===== src/rtl/pcileech_com_act_gate.sv =====
// Command-word gate between the FT601 receive stream and the FIFO dcom input.
// Strips activation/interrupt/lock codes and holds back data traffic while locked.
module pcileech_com_act_gate #(
  parameter logic [31:0] CODE_ENABLE    = 32'h49901330,
  parameter logic [31:0] CODE_INT       = 32'h52322313,
  parameter logic [31:0] CODE_DISABLE   = 32'hF2F2D2D2,
  parameter int unsigned MATCH_REPEAT   = 2,
  parameter bit          DEFAULT_ACTIVE = 1'b1
) (
  input  logic        clk,
  input  logic        rst,
  input  logic [63:0] in_dout,
  input  logic        in_valid,
  output logic [63:0] out_dout,
  output logic        out_valid,
  output logic        tx_allow,
  output logic        activated,
  output logic        int_enable,
  output logic [15:0] drop_count
);

  typedef enum logic {ST_LOCKED, ST_ACTIVE} state_t;
  typedef enum logic [1:0] {TAG_NONE, TAG_EN, TAG_INT, TAG_DIS} tag_t;

  localparam logic [3:0] REPEAT      = 4'(MATCH_REPEAT);
  localparam state_t     RESET_STATE = DEFAULT_ACTIVE ? ST_ACTIVE : ST_LOCKED;

  state_t      state_reg, state_next;
  tag_t        last_code_reg, last_code_next;
  logic [3:0]  seq_cnt_reg, seq_cnt_next;
  logic        int_enable_reg, int_enable_next;
  logic [63:0] out_dout_reg, out_dout_next;
  logic        out_valid_reg, out_valid_next;
  logic [15:0] drop_count_reg, drop_count_next;

  tag_t code_tag;
  logic hit_en, hit_int, hit_dis;
  logic fire;

  always_comb begin
    hit_en  = (in_dout[63:32] == CODE_ENABLE)  && (in_dout[31:0] == CODE_ENABLE);
    hit_int = (in_dout[63:32] == CODE_INT)     && (in_dout[31:0] == CODE_INT);
    hit_dis = (in_dout[63:32] == CODE_DISABLE) && (in_dout[31:0] == CODE_DISABLE);
    // Overlapping code values resolve with lock taking precedence.
    code_tag = TAG_NONE;
    if (hit_dis)      code_tag = TAG_DIS;
    else if (hit_en)  code_tag = TAG_EN;
    else if (hit_int) code_tag = TAG_INT;
  end

  always_comb begin
    state_next      = state_reg;
    last_code_next  = last_code_reg;
    seq_cnt_next    = seq_cnt_reg;
    int_enable_next = int_enable_reg;
    out_dout_next   = in_dout;
    out_valid_next  = 1'b0;
    drop_count_next = drop_count_reg;
    fire            = 1'b0;

    if (in_valid) begin
      if (code_tag == TAG_NONE) begin
        last_code_next = TAG_NONE;
        seq_cnt_next   = 4'd0;
        if (state_reg == ST_ACTIVE)
          out_valid_next = 1'b1;
        else if (drop_count_reg != 16'hFFFF)
          drop_count_next = drop_count_reg + 16'd1;
      end else if (code_tag == last_code_reg) begin
        // Fire only on the step into REPEAT; a saturated run stays quiet.
        if (seq_cnt_reg < REPEAT) begin
          seq_cnt_next = seq_cnt_reg + 4'd1;
          fire         = (seq_cnt_reg + 4'd1 == REPEAT);
        end
      end else begin
        last_code_next = code_tag;
        seq_cnt_next   = 4'd1;
        fire           = (REPEAT == 4'd1);
      end
    end

    if (fire) begin
      case (code_tag)
        TAG_EN:  state_next = ST_ACTIVE;
        TAG_INT: int_enable_next = 1'b1;
        TAG_DIS: begin
          state_next      = ST_LOCKED;
          int_enable_next = 1'b0;
        end
        default: ;
      endcase
    end
  end

  always_ff @(posedge clk) begin
    if (rst) begin
      state_reg      <= RESET_STATE;
      last_code_reg  <= TAG_NONE;
      seq_cnt_reg    <= 4'd0;
      int_enable_reg <= 1'b0;
      out_dout_reg   <= 64'd0;
      out_valid_reg  <= 1'b0;
      drop_count_reg <= 16'd0;
    end else begin
      state_reg      <= state_next;
      last_code_reg  <= last_code_next;
      seq_cnt_reg    <= seq_cnt_next;
      int_enable_reg <= int_enable_next;
      out_dout_reg   <= out_dout_next;
      out_valid_reg  <= out_valid_next;
      drop_count_reg <= drop_count_next;
    end
  end

  assign out_dout   = out_dout_reg;
  assign out_valid  = out_valid_reg;
  assign activated  = (state_reg == ST_ACTIVE);
  assign tx_allow   = (state_reg == ST_ACTIVE);
  assign int_enable = int_enable_reg;
  assign drop_count = drop_count_reg;

endmodule

===== config.mk =====
export PLATFORM = sky130hd
export DESIGN_NAME = pcileech_com_act_gate
export DESIGN_NICKNAME = d
export VERILOG_FILES = /design/src/rtl/pcileech_com_act_gate.sv
export SDC_FILE = /design/constraint.sdc
export NUM_CORES = 1
export LEC_CHECK = 0
export ABC_AREA = 1
export CORE_ASPECT_RATIO = 1.25
export CORE_MARGIN = 10
export CORE_UTILIZATION = 50
export DETAILED_ROUTE_END_ITERATION = 10
export PLACE_DENSITY = 0.87
export SLEW_MARGIN = 20
export SYNTH_ARGS = -nofsm -noshare
export SYNTH_HDL_FRONTEND = slang
export SYNTH_SLANG_ARGS = --single-unit

===== constraint.sdc =====
create_clock -name clk -period 5.7 [get_ports clk]
set_input_delay 0.57 -clock clk [delete_from_list [all_inputs] [get_ports clk]]
set_output_delay 0.57 -clock clk [all_outputs]
set_load 0.01 [all_outputs]

**Yosys cells after proc, flatten, opt, wreduce, memory -nomap -nowiden**

Index checks and enable logic that the tools add are counted.

- Multipliers: 0
- Bitwise operators: 3
- Shift operators: 0
- Div/mod/pow operators: 0
- Equality and inequality tests: 14
- Magnitude comparators: 1
- Reduce and logical (&&, ||, !) cells: 12
- Muxes and demuxes: 15
- Add/subtract/negate cells: 2

Operator list:

| cell | number |
|---|---|
| $eq A32 B31 Y1 const B | 4 |
| $eq A32 B32 Y1 const B | 2 |
| $add A16 B1 Y16 const B | 1 |
| $ne A16 B16 Y1 const B | 1 |
| $mux W4 | 3 |
| $mux W2 | 5 |
| $reduce_and A2 Y1 | 4 |
| $mux W1 | 5 |
| $add A4 B1 Y4 const B | 1 |
| $eq A2 B2 Y1 const B | 2 |
| $eq A4 B2 Y1 const B | 1 |
| $lt A4 B2 Y1 const B | 1 |
| $pmux W1 S2 | 2 |
| $reduce_and A4 Y1 | 1 |
| $reduce_bool A2 Y1 | 2 |
| $logic_and A1 B1 Y1 | 3 |
| $ne A3 B2 Y1 const B | 1 |
| $not A1 Y1 | 3 |
| $reduce_or A3 Y1 | 1 |
| $eq A2 B1 Y1 const B | 1 |
| $eq A2 B2 Y1 | 1 |
| $logic_not A2 Y1 | 1 |
| $ne A2 B2 Y1 const B | 1 |

- Memory bits (read-only): 0
- Output and inout bits: 84
- Bits in writable memories: 0
- Bits in latches: 0
- Memories kept: 0
- Register bits after elaboration: 89
- Input port bits: 67

**Logic depth before layout (Yosys ltp)**

- Depth in word-level cells: 10
- Gate-level depth with buffers: 16
- Gate-level depth less buffers: 16

**Worst setup path after synthesis**

No wires, ideal clock.

- Kind: input to register
- Start point: input in_dout[11]
- End point: register drop_count_reg[4], in the netlist drop_count[4]
- Cell stages on the path: 13
- Buffers on the path: 1
- Setup time: 0.136 ns
- Data required time: 5.564 ns
- Path slack: 3.782 ns
- Arrival: 1.783 ns
- Path through: nor2_2 nand2_2 nor2_4 nand2_1 nor2_2 nand2_2 nand3_4 inv_2 nand3_4 inv_4 buf_6 nand2_2 a21oi_2

- Longest elaborated chain between the ends: 7

RTL lines:

| what | line | text |
|---|---|---|
| from (decl) | 12 | `input logic [63:0] in_dout,` |
| $eq A32 B31 Y1 | 42 | `hit_int = (in_dout[63:32] == CODE_INT) && (in_dout[31:0] == CODE_INT);` |
| $logic_and A1 B1 Y1 | 42 |  |
| $mux W2 | 48 | `else if (hit_int) code_tag = TAG_INT;` |
| $mux W2 | 47 | `else if (hit_en) code_tag = TAG_EN;` |
| $mux W2 (*) | 46 | `if (hit_dis) code_tag = TAG_DIS;` |
| $logic_not A2 Y1 (*) | 62 | `if (code_tag == TAG_NONE) begin` |
| $reduce_and A4 Y1 (no source line) (*) | -- |  |
| to (signal assigned) | 111 | `drop_count_reg <= drop_count_next;` |
| to (decl) | 34 | `logic [15:0] drop_count_reg, drop_count_next;` |

Every way passes the cells marked *; elsewhere a longest branch is shown, timed or not.
A chain may end at the register's enable or synchronous reset.

**Final worst setup path**

- Start point: input in_dout[35]
- End point: register drop_count_reg[6], in the netlist drop_count[6]

Same word-level chain as after synthesis.

==> run metrics <==
status=finished clean; overflow left after global routing=0; Clock transition at path regs=0.09 ns; dominant cells by area after synthesis=dfxtp_1, nor2_1, nand2_1; # IOs=151; cell row count=38; Post-DP HPWL=11400 um; top-area cell type share of the netlist area=0.399; Total GRT Usage=0.211; first-pass GRT wire length=22900 um; worst-margin pin slew=0.820 ns; largest net degree at the start of global routing=78; CTS tree=yes; CP Cell Sequence=clkdlybuf4s50_1 -> nor2_2 -> nand2_1 -> nor2_1 -> nand2_1 -> nor2_2 -> nand2_4 -> nand3_4 -> inv_2 -> nand3_4 -> inv_4 -> nand3_1 -> nand2_1 -> a21oi_1; hold_buf cts=0; hold path depth=2; Root Buffer=clkbuf_8; sequential fraction of the synthesis area=0.399; Critical-path top delay cell=clkdlybuf4s50_1; crit-path max FO=16; initial antenna violation count=0; Post-Synthesis Cell Area=4470 um^2; Post-Layout Cell Count=940; RR Startpoint=drop_count[1]; cell family with most CP delay=simple AND/OR/NAND/NOR gates; buffers added on ports=150; Initial DRC Count=281; fmax=399 MHz; Gate Count Post-Synth=666; fin crit period=2.51 ns; Yosys top cell by area=dfxtp_1; drt drc=0; setup TNS=0 ns; Die Span Y=126 um; Hold WC Path Type=flop to flop; initial core utilization=0.513; max reg flops=64; Max-slew headroom=0.453; CP max stage delay=0.47 ns; #FFs+latches synth=89; Die Width=105 um; syn_area_per_cell=6.71 um^2; RSZ-0062 raised after global routing=false; CP startpoint kind=primary input; Setup Buffers After CTS=0; Final Slew Violations=0; Synth Warn #=0; wire per inst=14.8 um; Hold Path End=seq_cnt_reg[3]; Final period util=0.440; crit path kind=primary input to flop; Worst VDD drop=0.000168 V; clk_lat worst skew=0.37 ns; share of cells above drive strength 1=0.106; fin nets=885; clock sinks=89; Max-Cap Viols=0; Post-DRT Antenna Nets=0; Reg-to-Reg End=drop_count[6]; CTS H-Tree Depth=3; Design Area, Final=6230 um^2; worst path arrival time=2.81 ns; placed inst area=6040 um^2; CP Capture Type=flop; Design Power=1.29 mW; number of iterations in the first detailed-routing pass=5; placed instance count=924; clk_skew=0.00589 ns; final hold violations=0; Min-Delay Startpoint=seq_cnt_reg[3]; Power Dens Cells=206 nW/um^2; via/cell ratio=4.91; post-CTS sizing=0; Req. time, crit path=6.00 ns; n_diodes=0; clock buffer depth=2; R2R depth=9; CP bufs+invs=3; most frequent CP cell=nand2_1; synth-to-layout area growth=39.5%; via count=4611; final WL=13900 um; post-synth cell types=33; CTS buffer count=9; P_leak=2.61 nW; Final Setup Violations=0; placer's final routability congestion estimate=0.984; Syn Nets=736; die area=13100 um^2; vias in the first global route=4662; CORE AREA=8700 um^2; register-to-register path setup slack=3.42 ns
-- metal layers --
metal  global-route usage  vias to the layer above  wire, um
met1                0.236                     2086      5650
met4               0.0845                        0       327
met2                0.365                      184      6730
met5                    0                        -         0
met3               0.0653                       26      1180
li1                     -                     2315         -
-- placed cells by master (no fill, tap or decap) --
cell             count
nor2_1             169
clkdlybuf4s50_1    149
nand2_1            129
inv_1              103
dfxtp_1             89
nand3_1             37
nand2_2             24
nand4_1             17
nor2_2              15
nor3_1              10
a21oi_2             10
clkbuf_8            10
xor2_1               8
nor2_4               5
inv_2                5
clkinv_2             5
a21oi_1              5
nor4_1               4
nand3_4              3
xnor2_1              3
o21ai_0              3
ha_1                 3
nand2_4              2
o21ai_1              2
and2_1               1
nor4_2               1
a41oi_2              1
inv_4                1
nand3_2              1
nand3b_1             1
bufinv_16            1
clkinvlp_4           1
buf_2                1
buf_4                1
-- layout make-up --
class                           count  area [um^2]
Inverter                          110          417
Multi-Input combinational cell    454         2180
Timing Repair Buffer              151         1500
Tap cell                          120          150
Sequential cell                    89         1780
Fill cell                         729         2470
Clock buffer                       10          138
Clock inverter                      6         57.6
-- report_power, final --
group	total [mW]	switching (mW)	internal, mW
clock	0.430	0.218	0.211
sequential	0.654	0.00732	0.647
combinational	0.203	0.102	0.101
-- metrics by stage --
stage / hold slack [ns] / util / setup WS, ns
2_1_floorplan: 0.409 / - / 3.78
4_1_cts: 0.431 / 0.716 / 3.22
5_1_grt: 0.458 / 0.716 / 3.00
3_5_place_dp: 0.418 / 0.694 / 2.83
6_report: 0.435 / 0.716 / 3.19
3_3_place_gp: 0.416 / 0.694 / 2.91
-- worst max path at each step --
stage,start,to,depth (start not counted)
final,in_dout[35],drop_count[6],14
after global routing,in_dout[35],drop_count[5],14
after CTS,in_dout[35],drop_count[6],14
after detailed placement,in_dout[35],drop_count[6],14
after global placement,in_dout[35],drop_count[5],14
after floorplan,in_dout[11],drop_count[4],13
-- tightest hold or removal path: stages, from the launching register on --
cell,delay [ns]
dfxtp_1,0.32
inv_1,0.05
nor2_1,0.04
-- cells in the mapped netlist --
library cell,instances
a21oi_2,10
nor2_4,5
dfxtp_1,89
nand3_2,1
xnor2_1,3
nand3_4,3
o21ai_0,3
nand3_1,37
nand4_1,17
nor2_1,169
nor2_2,15
nor3_1,10
buf_4,1
o21ai_1,2
nand2_4,2
xor2_1,8
nand2_2,24
clkinv_2,1
inv_2,5
a41oi_2,1
nand3b_1,1
inv_4,1
buf_6,2
and2_1,1
a21oi_1,5
clkbuf_1,7
nor4_2,1
nor4_1,4
inv_1,103
ha_1,3
buf_1,2
nand2_1,129
buf_12,1
-- logic make-up after synthesis --
family          after synthesis  synth area share
buf+inv                     123             0.112
xor+xnor                     11            0.0216
flops                        89             0.399
fa+ha+maj                     3           0.00840
compound gates               21            0.0345
simple gates                419             0.425
Note: power is estimated with default switching activity, not from simulation.
